## config.mk

```make
export PLATFORM = sky130hd
export DESIGN_NAME = im_streamer_flat
export DESIGN_NICKNAME = d
export VERILOG_FILES = /design/src/rtl/im_pkg.sv /design/src/rtl/im_streamer_if.sv /design/src/rtl/im_skid_fifo.sv /design/src/rtl/im_streamer.sv /design/src/flat_wrapper.sv
export SDC_FILE = /design/constraint.sdc
export NUM_CORES = 1
export LEC_CHECK = 0
export CAP_MARGIN = 15
export CORE_MARGIN = 4
export CORE_UTILIZATION = 35
export CTS_CLUSTER_DIAMETER = 30
export DETAILED_ROUTE_END_ITERATION = 8
export PLACE_DENSITY_LB_ADDON = 0.3
export SKIP_CTS_REPAIR_TIMING = 1
export SLEW_MARGIN = 10
export SYNTH_ARGS = -nofsm -noshare
export SYNTH_HDL_FRONTEND = slang
export SYNTH_HIERARCHICAL = 1
export SYNTH_SLANG_ARGS = --single-unit
```

## constraint.sdc

```tcl
create_clock -name clk -period 2.56 [get_ports clk]
set_input_delay 0.256 -clock clk [delete_from_list [all_inputs] [get_ports clk]]
set_output_delay 0.256 -clock clk [all_outputs]
set_load 0.1 [all_outputs]
```

## src/rtl/im_pkg.sv

```systemverilog
// rtl/im_pkg.sv - shared image pipeline parameters and streamer FSM state type
// Purpose: frame geometry, pixel/address widths and state enum shared by the adder and streamer stages.
// Ports: none (package).
package im_pkg;

   localparam int N      = 128;
   localparam int PIX_W  = 8;
   localparam int ADDR_W = 14;

   typedef enum logic [1:0] {
      IDLE   = 2'd0,
      STREAM = 2'd1,
      DONE   = 2'd2
   } im_state_e;

   // The read counter must be able to hold N*N itself (saturated, frame fully issued).
   function automatic int cnt_width(input int n);
      return $clog2(n * n + 1);
   endfunction

endpackage

```

## src/rtl/im_streamer_if.sv

```systemverilog
// rtl/im_streamer_if.sv - BRAM read port plus pixel stream bundle for im_streamer
// Purpose: groups the BRAM port (ena/wea/addr/din/dout) and the output pixel stream
//          (m_valid/m_data/m_ready/m_last).
// Ports: master = streamer side, slave = BRAM and downstream consumer side.
interface im_streamer_if #(
   parameter int PIX_W  = im_pkg::PIX_W,
   parameter int ADDR_W = im_pkg::ADDR_W
);
   logic              ena;
   logic              wea;
   logic [ADDR_W-1:0] addr;
   logic [PIX_W-1:0]  din;
   logic [PIX_W-1:0]  dout;
   logic              m_valid;
   logic [PIX_W-1:0]  m_data;
   logic              m_ready;
   logic              m_last;

   modport master (
      output ena, wea, addr, din, m_valid, m_data, m_last,
      input  dout, m_ready
   );

   modport slave (
      input  ena, wea, addr, din, m_valid, m_data, m_last,
      output dout, m_ready
   );
endinterface

```

## src/rtl/im_skid_fifo.sv

```systemverilog
// rtl/im_skid_fifo.sv - 2-entry FIFO holding read pixels (data + last flag)
// Purpose: absorbs the BRAM read latency so the stream can stall without losing data.
// Ports: clk, rst_n (async active-low), push/push_data (write), pop (read, ignored when empty),
//        head (oldest entry), count (0..2).
module im_skid_fifo #(
   parameter int W = 9
) (
   input  logic         clk,
   input  logic         rst_n,
   input  logic         push,
   input  logic [W-1:0] push_data,
   input  logic         pop,
   output logic [W-1:0] head,
   output logic [1:0]   count
);
   logic [W-1:0] mem_q [2];
   logic         wr_ptr_q;
   logic         rd_ptr_q;
   logic [1:0]   count_q;
   logic         pop_ok;

   assign pop_ok = pop && (count_q != 2'd0);

   // Push is never gated: the read issue logic guarantees a free slot for every read in flight.
   always_ff @(posedge clk or negedge rst_n) begin
      if (!rst_n) begin
         mem_q[0] <= '0;
         mem_q[1] <= '0;
         wr_ptr_q <= 1'b0;
         rd_ptr_q <= 1'b0;
         count_q  <= 2'd0;
      end else begin
         if (push) begin
            mem_q[wr_ptr_q] <= push_data;
            wr_ptr_q        <= ~wr_ptr_q;
         end
         if (pop_ok) begin
            rd_ptr_q <= ~rd_ptr_q;
         end
         count_q <= count_q + {1'b0, push} - {1'b0, pop_ok};
      end
   end

   assign head  = mem_q[rd_ptr_q];
   assign count = count_q;
endmodule

```

## src/rtl/im_streamer.sv

```systemverilog
// rtl/im_streamer.sv - streams an N*N frame out of BRAM in address order with valid/ready
// Purpose: on begin_streaming, reads pixels 0..N*N-1 (1-cycle BRAM latency) into a 2-entry
//          FIFO and presents them on the pixel stream, m_last on the final pixel.
// Ports: clk, rst_n (async active-low), begin_streaming (level start), busy, stream_done,
//        bus (im_streamer_if.master: BRAM read port and pixel stream).
module im_streamer #(
   parameter int N      = im_pkg::N,
   parameter int PIX_W  = im_pkg::PIX_W,
   parameter int ADDR_W = im_pkg::ADDR_W
) (
   input  logic          clk,
   input  logic          rst_n,
   input  logic          begin_streaming,
   output logic          busy,
   output logic          stream_done,
   im_streamer_if.master bus
);
   import im_pkg::*;

   localparam int               CNT_W     = cnt_width(N);
   localparam logic [CNT_W-1:0] FRAME_PIX = CNT_W'(N * N);
   localparam logic [CNT_W-1:0] LAST_PIX  = CNT_W'(N * N - 1);

   im_state_e        state_q;
   logic [CNT_W-1:0] rd_cnt_q;
   logic             inflight_q;
   logic             inflight_last_q;
   logic             busy_q;
   logic             done_q;

   logic [1:0]       fifo_count;
   logic [PIX_W:0]   fifo_head;
   logic             m_valid;
   logic             pop;
   logic             issue;
   logic [2:0]       pending;

   assign m_valid = (fifo_count != 2'd0);
   assign pop     = m_valid && bus.m_ready;
   assign pending = 3'(fifo_count) + 3'(inflight_q);

   // Issue only while the FIFO plus the outstanding read, less this cycle's pop, leaves a slot.
   assign issue = (state_q == STREAM) && (rd_cnt_q < FRAME_PIX) &&
                  (pending < (pop ? 3'd3 : 3'd2));

   im_skid_fifo #(
      .W (PIX_W + 1)
   ) u_fifo (
      .clk       (clk),
      .rst_n     (rst_n),
      .push      (inflight_q),
      .push_data ({inflight_last_q, bus.dout}),
      .pop       (pop),
      .head      (fifo_head),
      .count     (fifo_count)
   );

   always_ff @(posedge clk or negedge rst_n) begin
      if (!rst_n) begin
         state_q         <= IDLE;
         rd_cnt_q        <= '0;
         inflight_q      <= 1'b0;
         inflight_last_q <= 1'b0;
         busy_q          <= 1'b0;
         done_q          <= 1'b0;
      end else begin
         inflight_q      <= issue;
         inflight_last_q <= issue && (rd_cnt_q == LAST_PIX);
         case (state_q)
            IDLE: begin
               if (begin_streaming) begin
                  state_q  <= STREAM;
                  rd_cnt_q <= '0;
                  busy_q   <= 1'b1;
               end
            end
            STREAM: begin
               if (issue) begin
                  rd_cnt_q <= rd_cnt_q + CNT_W'(1);
               end
               // begin_streaming is deliberately not looked at here: a started frame always completes.
               if (pop && fifo_head[PIX_W]) begin
                  state_q <= DONE;
                  busy_q  <= 1'b0;
                  done_q  <= 1'b1;
               end
            end
            DONE: begin
               if (!begin_streaming) begin
                  state_q <= IDLE;
                  done_q  <= 1'b0;
               end
            end
            default: state_q <= IDLE;
         endcase
      end
   end

   assign bus.ena     = issue;
   assign bus.wea     = 1'b0;
   assign bus.addr    = issue ? ADDR_W'(rd_cnt_q) : '0;
   assign bus.din     = '0;
   assign bus.m_valid = m_valid;
   assign bus.m_data  = fifo_head[PIX_W-1:0];
   assign bus.m_last  = m_valid && fifo_head[PIX_W];
   assign busy        = busy_q;
   assign stream_done = done_q;
endmodule

```

## src/flat_wrapper.sv

```systemverilog
// flat-port wrapper written by rule: the top's interface ports become plain ports
module im_streamer_flat import im_pkg::*;
#(
   parameter int N      = im_pkg::N,
   parameter int PIX_W  = im_pkg::PIX_W,
   parameter int ADDR_W = im_pkg::ADDR_W
)
  (clk, rst_n, begin_streaming, busy, stream_done, bus_ena, bus_wea, bus_addr, bus_din, bus_m_valid, bus_m_data, bus_m_last, bus_dout, bus_m_ready);
  im_streamer_if #(.PIX_W(PIX_W), .ADDR_W(ADDR_W)) bus_i ();
  input  logic clk;
  input  logic rst_n;
  input  logic begin_streaming;
  output logic busy;
  output logic stream_done;
  output wire logic [$bits(bus_i.ena)-1:0] bus_ena;
  output wire logic [$bits(bus_i.wea)-1:0] bus_wea;
  output wire logic [$bits(bus_i.addr)-1:0] bus_addr;
  output wire logic [$bits(bus_i.din)-1:0] bus_din;
  output wire logic [$bits(bus_i.m_valid)-1:0] bus_m_valid;
  output wire logic [$bits(bus_i.m_data)-1:0] bus_m_data;
  output wire logic [$bits(bus_i.m_last)-1:0] bus_m_last;
  input wire logic [$bits(bus_i.dout)-1:0] bus_dout;
  input wire logic [$bits(bus_i.m_ready)-1:0] bus_m_ready;
  assign bus_ena = bus_i.ena;
  assign bus_wea = bus_i.wea;
  assign bus_addr = bus_i.addr;
  assign bus_din = bus_i.din;
  assign bus_m_valid = bus_i.m_valid;
  assign bus_m_data = bus_i.m_data;
  assign bus_m_last = bus_i.m_last;
  assign bus_i.dout = bus_dout;
  assign bus_i.m_ready = bus_m_ready;
  im_streamer #(.N(N), .PIX_W(PIX_W), .ADDR_W(ADDR_W)) u_core (.clk(clk), .rst_n(rst_n), .begin_streaming(begin_streaming), .busy(busy), .stream_done(stream_done), .bus(bus_i));
endmodule
```

### Yosys cells after proc, flatten, opt, wreduce, memory -nomap -nowiden

Cells that the tools add are included.

* flip-flop bits (word level): 43
* bits of input ports: 12
* output and inout port bits: 36
* word-level logic and storage cells: 68

* add/sub/neg operators: 4
* order comparisons: 5
* eq/ne operators: 7
* multiplexer cells: 21
* bitwise operators: 4
* reductions and logical operators: 16

Operators with widths (number)
* $mux W9: 4
* $mux W15: 2
* $pmux W15 S2: 1
* $bwmux W18: 1
* $add A15 B1 Y15 const B: 1
* $eq A15 B14 Y1 const B: 1
* $lt A15 B15 Y1 const B: 1
* $mux W14: 1
* $reduce_and A3 Y1: 4
* $demux W9 S1: 1
* $logic_and A1 B1 Y1: 8
* $mux W2: 3
* $ne A2 B2 Y1 const B: 3
* $pmux W2 S3: 1
* $reduce_bool A2 Y1: 3
* $mux W1: 5
* $ge A2 B2 Y1 const B: 2
* $not A1 Y2: 2
* $pmux W1 S2: 2
* $add A2 B1 Y3: 1
* $lt A3 B3 Y1: 1
* $add A2 B1 Y2: 1
* $eq A2 B1 Y1 const B: 1
* $eq A2 B2 Y1 const B: 1
* 5 further kinds: 6

### Logic depth before layout (Yosys ltp)

* word-level depth: 7
* depth in mapped cells: 8
* depth with buffers taken out: 8

### Modules after synthesis

The synthesis kept the hierarchy.

By module, submodules not included
* im_streamer: times used 1, cells each 149, area an instance 1365.1 sq um, sequential area each 525.5 sq um
* im_skid_fifo: times used 1, cells each 62, area an instance 994.7 sq um, sequential area each 550.5 sq um

### Worst setup path before layout

No wires, ideal clock.

* path kind: register to output
* from: reg u_core.inflight_q
* to: out bus_addr[4]
* arrival: 3.491 ns
* data required time: 2.304 ns
* path slack: -1.187 ns
* stages on the path, launching flop included: 6
* path buffers: 1
* path through: dfrtp_1 -> ha_1 -> ha_1 -> or4b_4 -> buf_6 -> nor3_1

* cells in the longest elaborated chain, start to end: 4

RTL lines
* start: declaration: RTL line im_streamer.sv:26 `logic inflight_q;`
* start signal: assignment: RTL line im_streamer.sv:67 `inflight_q <= issue;`
* $add A2 B1 Y3: RTL line im_streamer.sv:40 `assign pending = 3'(fifo_count) + 3'(inflight_q);`
* $lt A3 B3 Y1: RTL line im_streamer.sv:44 `(pending < (pop ? 3'd3 : 3'd2));`
* $logic_and A1 B1 Y1: RTL line im_streamer.sv:43 `assign issue = (state_q == STREAM) && (rd_cnt_q < FRAME_PIX) &&`
* $mux W14: RTL line im_streamer.sv:101 `assign bus.addr = issue ? ADDR_W'(rd_cnt_q) : '0;`
* end: declaration: RTL line flat_wrapper.sv:17 `output wire logic [$bits(bus_i.addr)-1:0] bus_addr;`

No other way between the ends.

### Final worst setup path

Ends and elaborated chain as after synthesis.

==> impl_metrics.csv <==
group,metric,value,unit
global_routing,overflow,0,
sta,finalHoldViolations,0,
logic_synthesis,synth.lib_cells_used.distinct,46,
flow_run,cap_violations,0,
clock_network,cts_sinks,43,
floorplanning,core,6460,um^2
clock_network,cts_tree,"done",
placement,gp_congestion,0.758,
sta,fmax,405,MHz
detailed_routing,viasPerCell,5.38,
floorplanning,std_cell_rows,29,
logic_synthesis,synth_area_per_cell,11.2,um^2
global_routing,grt_max_degree,44,
floorplanning,die_area,8120,um^2
cells_and_area,design_area,3010,um^2
cells_and_area,nNetsFinal,271,
sta,setup_viol,0,
worst_setup_path,worst_setup_path_start_kind,"register",
worst_setup_path,criticalPathCategory,"register to output port",
sta,skew,0.00838,ns
clock_network,cts_buffer_depth,2,
worst_setup_path,critPathRequiredTime,2.30,ns
detailed_routing,firstDrtPassIters,4,
detailed_routing,route.vias.total,1786,
cells_and_area,syn_to_final_growth,27.7,%
cells_and_area,num-fill-cells,584,
floorplanning,io_pins,48,
logic_synthesis,ys_warn_count,6,
logic_synthesis,synth_ff_type,"dfrtp_1",
sta,grt_setup_unrepaired,"no",
clock_network,cts-root-buf,"clkbuf_8",
global_routing,antenna_found_initial,0,
logic_synthesis,synth_edf_count,0,
detailed_routing,drtIter0Drc,64,
clock_network,clk_latency,0.30,ns
clock_network,clk_pin_slew_worst_paths,0.08,ns
detailed_routing,drt-total-wl,5360,um
logic_synthesis,synth.ff_latch_count,43,
detailed_routing,wire_per_inst,16.1,um
detailed_routing,drtAntennaViolNets,0,
global_routing,grt_pass1_vias,1862,
worst_setup_path,cp_max_fo,6,
sta,min_period_over_period,96.4,%
worst_setup_path,rrSetupSlack,0.21,ns
floorplanning,die_h,90.1,um
hold_path,hold_path.class,"input port to async pin",
logic_synthesis,synth_area,2360,um^2
placement,place_hpwl,3610,um
sta,fin_tns_setup,0,ns
cells_and_area,diodes,0,
global_routing,grt_usage,13.9,%
clock_network,cts_made_buffers,5,
floorplanning,die_x,90.1,um
cells_and_area,drive_gt1_share,31.8,%
worst_setup_path,worstPathArrival,2.21,ns
placement,place_area,2900,um^2
detailed_routing,drc,0,
cells_and_area,instances_no_fill,332,
logic_synthesis,async_flop_share,100,%
logic_synthesis,yosysSeqAreaShare,45.6,%
placement,dp.cells,320,
sta,worst_pin_slew,0.971,ns
clock_network,cts_max_level,2,
sta,slew_viol_final,0,
worst_setup_path,crit_path_end_kind,"output port",
run_status,status,"finished clean",
global_routing,grt_pass1_wl,9310,um
cells_and_area,fin_util,46.6,%
floorplanning,start_util,36.5,%
logic_synthesis,synth_cells,211,
sta,fin_crit,2.47,ns
sta,slew_headroom,35.3,%
placement,portBuffers,38,
==> stage by stage <==
step | hold slack [ns] | setup WS, ns
2_1_floorplan | -0.0396 | 0.0917
3_3_place_gp | 0.465 | 0.390
3_5_place_dp | 0.478 | 0.374
4_1_cts | 0.148 | 0.0328
5_1_grt | 0.197 | 0.00765
6_report | 0.108 | 0.0928
==> layout make-up <==
class / instances / area (um^2) / area share, %
sequential: 43 / 1080 / 35.7
timing repair buffer: 45 / 546 / 18.1
tap: 77 / 96.3 / 3.20
inverter: 7 / 26.3 / 0.872
clock inverter: 2 / 12.5 / 0.415
clock buffer: 6 / 72.6 / 2.41
multi-input combinational: 152 / 1180 / 39.3
==> cell usage after synthesis (2+ instances only) <==
library cell	instances	area, um^2
nor3_1	3	15.0
and3_1	15	93.8
a221o_1	4	40.0
o21ai_0	5	25.0
nand4_1	4	25.0
ha_1	5	62.6
nor2_1	9	33.8
xor2_1	2	17.5
nand3_1	10	50.1
xnor2_1	2	17.5
nor4_1	2	12.5
a31oi_1	4	25.0
buf_4	9	67.6
buf_2	2	10.0
a31o_2	3	26.3
mux2_4	9	135
o21ai_1	2	10.0
a21boi_1	2	15.0
o21a_1	3	22.5
clkbuf_1	4	15.0
mux2_2	19	214
dfrtp_1	43	1080
nand2_1	12	45.0
and4_1	5	43.8
o211ai_1	3	22.5
buf_6	2	22.5
mux2i_1	2	20.0
inv_1	7	26.3
nand2b_1	2	12.5
==> worst paths after layout <==
path	cells after the start	to	startpoint
min in group clk	1	u_core/rd_cnt_q[12]	u_core/rd_cnt_q[12]
worst min-delay path	1	u_core/u_fifo/mem_q[12]	rst_n
worst min register to register	1	u_core/rd_cnt_q[12]	u_core/rd_cnt_q[12]
worst max register to register	7	u_core/rd_cnt_q[14]	u_core/inflight_q
max in group asynchronous	1	u_core/rd_cnt_q[14]	rst_n
worst max-delay path	5	bus_addr[4]	u_core/inflight_q
==> registers in the layout (all words and copies together) (netlist names) <==
signal and count:
u_core/rd_cnt_q 15, u_core/stream_done 1, u_core/state_q 2, u_core/busy 1, u_core/u_fifo/wr_ptr_q 1, u_core/u_fifo/count 2
u_core/u_fifo/mem_q 18, u_core/u_fifo/rd_ptr_q 1, u_core/inflight_q 1, u_core/inflight_last_q 1
==> critical path: stages, from the launching register on <==
cell	delay, ns
dfrtp_1	0.44
ha_1	0.23
ha_1	0.21
or4b_4	0.62
nor3_4	0.21
buf_12	0.21
==> layout by cell type, fill, tap and decap left out, types with 4 or more instances in the layout <==
master / count
dfrtp_1: 43
mux2_2: 19
buf_4: 18
buf_12: 15
and3_1: 15
nand2_1: 12
clkdlybuf4s50_1: 10
nand3_1: 10
nor2_1: 9
conb_1: 9
mux2_4: 9
inv_1: 7
clkbuf_8: 5
and4_1: 5
o21ai_0: 5
ha_1: 5
a221o_1: 4
a31oi_1: 4
nand4_1: 4
==> per-layer routing <==
metal / global-route usage (%) / vias to the layer above / routed length (um)
met3: 3.67 / 7 / 352
li1: - / 844 / -
met5: 0 / - / 0
met1: 18.9 / 874 / 2480
met4: 5.23 / 0 / 79
met2: 21.2 / 61 / 2450
==> cell families after synthesis <==
group | after synthesis | share of synthesized area (%)
AO/OA/AOI/OAI | 32 | 10.1
flip-flops | 43 | 45.6
buffers and inverters | 24 | 5.99
XOR/XNOR | 4 | 1.48
AND/OR/NAND/NOR | 72 | 18.3
other | 1 | 0.159
multiplexers | 30 | 15.6
adder cells (fa/ha/maj) | 5 | 2.65
Power is not shown: default switching activity piles up to over one toggle a cycle in this logic, so the estimate is an artifact.
